`src/rtl/insn_fetch_pkg.sv`:
```
// Shared constants and state encoding for the instruction fetch stage.
package insn_fetch_pkg;

    localparam int DEF_INSN_COUNT    = 64;
    localparam int DEF_INSN_SIZE     = 32;
    localparam int DEF_INSN_PTR_SIZE = 8;
    localparam int FETCH_CNT_SIZE    = 16;

    typedef enum logic [1:0] {
        FETCH_IDLE = 2'd0,
        FETCH_RUN  = 2'd1,
        FETCH_DONE = 2'd2
    } fetch_state_t;

endpackage

```
`src/rtl/insn_fetch.sv`:
```
// Fetch stage: drives the instruction memory pointer, registers the returned
// word into a single output slot and hands it to decode over valid/ready.
module insn_fetch
    import insn_fetch_pkg::*;
#(
    parameter int INSN_COUNT    = DEF_INSN_COUNT,
    parameter int INSN_SIZE     = DEF_INSN_SIZE,
    parameter int INSN_PTR_SIZE = DEF_INSN_PTR_SIZE,
    parameter int CNT_SIZE      = FETCH_CNT_SIZE
) (
    input  logic                     clk,
    input  logic                     reset,
    input  logic                     start,
    input  logic [INSN_PTR_SIZE-1:0] start_ptr,
    output logic [INSN_PTR_SIZE-1:0] insn_ptr,
    input  logic [INSN_SIZE-1:0]     insn_curr,
    output logic                     fetch_valid,
    output logic [INSN_SIZE-1:0]     fetch_insn,
    output logic [INSN_PTR_SIZE-1:0] fetch_ptr,
    input  logic                     fetch_ready,
    input  logic                     redirect,
    input  logic [INSN_PTR_SIZE-1:0] redirect_ptr,
    input  logic                     halt,
    output logic                     busy,
    output logic                     done,
    output logic [CNT_SIZE-1:0]      fetch_count,
    output logic [1:0]               state_dbg
);

    // Handshake: a transfer happens at an edge where fetch_valid & fetch_ready;
    // fetch_insn/fetch_ptr stay stable while fetch_valid & ~fetch_ready.

    localparam logic [INSN_PTR_SIZE-1:0] LAST_PTR = INSN_PTR_SIZE'(INSN_COUNT - 1);
    localparam logic [INSN_PTR_SIZE-1:0] PTR_ONE  = INSN_PTR_SIZE'(1);
    localparam logic [CNT_SIZE-1:0]      CNT_ONE  = CNT_SIZE'(1);

    fetch_state_t             state_q, state_d;
    logic [INSN_PTR_SIZE-1:0] pc_q, pc_d;
    logic                     valid_q, valid_d;
    logic [INSN_SIZE-1:0]     insn_q, insn_d;
    logic [INSN_PTR_SIZE-1:0] ptr_q, ptr_d;
    logic [CNT_SIZE-1:0]      cnt_q, cnt_d;

    logic                     handshake;
    logic                     load;
    logic [INSN_PTR_SIZE-1:0] pc_next;

    assign handshake = (state_q == FETCH_RUN) && valid_q && fetch_ready;
    assign load      = ~valid_q | fetch_ready;
    assign pc_next   = (pc_q == LAST_PTR) ? '0 : pc_q + PTR_ONE;

    always_comb begin
        state_d = state_q;
        pc_d    = pc_q;
        valid_d = valid_q;
        insn_d  = insn_q;
        ptr_d   = ptr_q;
        cnt_d   = cnt_q;

        case (state_q)
            FETCH_IDLE, FETCH_DONE: begin
                if (start) begin
                    pc_d    = start_ptr;
                    cnt_d   = '0;
                    valid_d = 1'b0;
                    state_d = FETCH_RUN;
                end
            end
            FETCH_RUN: begin
                // The handshake counts even when the slot is flushed this edge.
                if (handshake && !(&cnt_q)) begin
                    cnt_d = cnt_q + CNT_ONE;
                end
                if (redirect) begin
                    pc_d    = redirect_ptr;
                    valid_d = 1'b0;
                end else if (halt) begin
                    valid_d = 1'b0;
                    state_d = FETCH_DONE;
                end else if (load) begin
                    insn_d  = insn_curr;
                    ptr_d   = pc_q;
                    valid_d = 1'b1;
                    pc_d    = pc_next;
                end
            end
            default: begin
                state_d = FETCH_IDLE;
                valid_d = 1'b0;
            end
        endcase
    end

    always_ff @(posedge clk or negedge reset) begin
        if (!reset) begin
            state_q <= FETCH_IDLE;
            pc_q    <= '0;
            valid_q <= 1'b0;
            insn_q  <= '0;
            ptr_q   <= '0;
            cnt_q   <= '0;
        end else begin
            state_q <= state_d;
            pc_q    <= pc_d;
            valid_q <= valid_d;
            insn_q  <= insn_d;
            ptr_q   <= ptr_d;
            cnt_q   <= cnt_d;
        end
    end

    assign insn_ptr    = pc_q;
    assign fetch_valid = valid_q;
    assign fetch_insn  = insn_q;
    assign fetch_ptr   = ptr_q;
    assign fetch_count = cnt_q;
    assign busy        = (state_q == FETCH_RUN);
    assign done        = (state_q == FETCH_DONE);
    assign state_dbg   = state_q;

endmodule

```
`config.mk`:
```
export PLATFORM = sky130hd
export DESIGN_NAME = insn_fetch
export DESIGN_NICKNAME = d
export VERILOG_FILES = /design/src/rtl/insn_fetch_pkg.sv /design/src/rtl/insn_fetch.sv
export SDC_FILE = /design/constraint.sdc
export NUM_CORES = 1
export LEC_CHECK = 0
export BUFFER_PORTS_ARGS = -buffer_cell sky130_fd_sc_hd__buf_2
export CORE_MARGIN = 10
export CORE_UTILIZATION = 50
export CTS_CLUSTER_SIZE = 8
export DETAILED_ROUTE_END_ITERATION = 16
export HOLD_SLACK_MARGIN = 0.02
export MAX_ROUTING_LAYER = met4
export PLACE_DENSITY = 0.89
export SYNTH_ARGS = -nofsm -noshare
export SYNTH_HDL_FRONTEND = slang
export SYNTH_SLANG_ARGS = --single-unit
```
`constraint.sdc`:
```
create_clock -name clk -period 2.7 [get_ports clk]
set_input_delay 0.135 -clock clk [delete_from_list [all_inputs] [get_ports clk]]
set_output_delay 0.135 -clock clk [all_outputs]
set_load 0.1 [all_outputs]
```
==> impl_metrics.tcl <==
set metrics [dict create \
    top_layer "met4" \
    utilization_pct 69.0 \
    num_rows 29 \
    synth_area_leaders "dfrtp_1 (53%), mux2_2 (13%), nor2_1 (3.2%)" \
    syn_area_mm2 0.00319 \
    grt_max_degree 68 \
    place.gp.congestion 0.838 \
    yosysWarnings 0 \
    post-route-period-util_pct 74.2 \
    cts_buffers 9 \
    r2r_cells 5 \
    ant_nets 0 \
    drive_above_1_share_pct 42.4 \
    coreArea_mm2 0.00628 \
    fmax_ghz 0.499 \
    dp_hpwl_um 6550 \
    wire_per_inst_um 17.4 \
    met1Wirelength_um 3650 \
    cts_tree "done" \
    synth_ff_type "dfrtp_1" \
    cts_htree_levels 3 \
    arrival_ns 2.23 \
    reg2reg_slack_ns 0.70 \
    drv_cap 0 \
    worst-path-max-fanout 27 \
    hp-class "primary input to flip-flop" \
    portBuffers 122 \
    critPathKind "flip-flop to flip-flop" \
    synth_top_cell_area_share_pct 52.6 \
    ios 123 \
    grt_setup_unrepaired "no" \
    cts_resized 0 \
    antenna_found_initial 1 \
    synthCells 285 \
    dr.pass1.iters 4 \
    final_cells 517 \
    tns_ns 0 \
    ys_seq_elements 67 \
    via_per_inst 5.45 \
    clk_latency_ns 0.34 \
    syn_avg_cell_area_um2 11.2 \
    cts-root-buf "clkbuf_8" \
    worst_pin_slew_ns 0.860 \
    whs_path_depth 2 \
    worstReg2RegEnd "fetch_insn[0]" \
    start_kind "flip-flop" \
    crit_path_end_kind "flip-flop" \
    met3WireLength_um 731 \
    gr-total-overflow 0 \
    fin_crit_ns 2.00 \
    final_max_slew_viol_count 0 \
    final-hold-violation-count 0 \
    skew_ns 0.00816 \
    grt_pass1_vias 3075 \
    hold_start "insn_curr[1]" \
    n_fill_cell 465 \
    synth_top_cell_by_area "dfrtp_1" \
    synth_edf_count 0 \
    syn2layout_area_growth_pct 35.8 \
    clock-sinks 67 \
    die_w_um 99.9 \
    yosys.cell_types.count 46 \
    cts_buffer_depth 2 \
    grt_pass1_wl_um 14700 \
    mostFrequentLayoutCell "buf_2" \
    status "complete, no violations" \
    drt-initial-drc-count 81 \
    route.met2.wl_um 4330 \
    synth.yosys.seq_area_share_pct 52.6 \
    track_usage_pct 18.7 \
    slew_headroom_pct 42.7 \
    synth_fp_nets 341 \
    place_inst 475 \
    path_clk_slew_ns 0.06 \
    setup_viol 0 \
    dieArea_mm2 0.00997 \
    required_ns 2.92 \
    nets 490 \
    drc 0 \
    synthArstFlopShare_pct 100 \
    min_to "fetch_insn[1]" \
    r2r_start "state_dbg[1]" \
    routed_wirelength_um 9000 \
    die_y_um 99.9 \
    start_util_pct 50.8 \
    layout_common_cells "buf_2 (122), dfrtp_1 (67), mux2_2 (38)" \
    num_vias 2817 \
]
synth_stat cells (all sizes together) (4+ instances only):
master / n
nand2: 20
dfrtp: 67
nand2b: 4
clkbuf: 7
o31ai: 5
buf: 7
mux2: 40
nand3: 9
inv: 6
and3: 4
nor2: 28
nand4: 7
xnor2: 6
o21ai: 15
a21oi: 13
nor3: 7
layout make-up:
type	count	area (um2)	share of cell area (%)
inverter	6	22.5	0.520
timing repair buffer	152	911	21.0
multi-input combinational	198	1430	32.9
sequential	67	1680	38.7
clock inverter	4	50.0	1.16
tap	77	96.3	2.23
clock buffer	12	145	3.35
antenna	1	2.50	0.0578
registers in the layout, indices dropped and copies added, names as in the netlist:
| name | count |
|---|---|
| state_dbg | 2 |
| insn_ptr | 8 |
| fetch_valid | 1 |
| fetch_count | 16 |
| fetch_ptr | 8 |
| fetch_insn | 32 |
timing repair:
| action | 4_1_cts | 5_1_grt |
|---|---|---|
| endpoints found under the hold margin | 90 | 1 |
| buffers inserted | 0 | 0 |
| hold buffers | 24 | 1 |
worst max path at each step:
stage / start / end / slack, ns / cells past startpoint
2_1_floorplan: state_dbg[0] / insn_ptr[3] / 0.33 / 6
3_3_place_gp: state_dbg[1] / fetch_insn[0] / 0.76 / 5
3_5_place_dp: state_dbg[1] / fetch_insn[0] / 0.68 / 5
4_1_cts: state_dbg[1] / fetch_insn[0] / 0.67 / 5
5_1_grt: state_dbg[1] / fetch_insn[0] / 0.57 / 5
6_report: state_dbg[1] / fetch_insn[0] / 0.70 / 5
metal layers:
| metal | track usage, % | vias to the layer above |
|---|---|---|
| met1 | 20.2 | 1343 |
| met4 | 9.59 | 0 |
| li1 | - | 1332 |
| met3 | 6.39 | 25 |
| met5 | - | - |
| met2 | 30.0 | 117 |
critical path, cell delays in order (launching register included):
cell	delay (ns)
dfrtp_1	0.41
nand2b_1	0.17
inv_1	0.28
nand3_2	0.40
buf_12	0.31
mux2_1	0.32
cell families (layout without fill, tap and decap cells):
kind of cell    after synthesis  in the layout  synth area share, %
compound gates               56             56                 11.5
buf+inv                      20            174                 2.86
simple gates                 91             91                 15.6
other cells                   0              1                    0
fa+ha+maj                     2              2                0.785
xor+xnor                      6              6                 1.65
mux                          43             43                 15.1
flops                        67             67                 52.6
through the flow:
step	area, um2	worst slack (ns)	hold WS, ns
2_1_floorplan	3190	0.334	-0.161
6_report	4330	0.695	0.0327
3_3_place_gp	3880	0.760	0.345
4_1_cts	4320	0.672	0.0202
5_1_grt	4330	0.574	0.0246
3_5_place_dp	3880	0.683	0.371
Power is left out: the tool's default activity adds up to more than one toggle a clock period on the data nets, which glitch-free logic cannot reach.
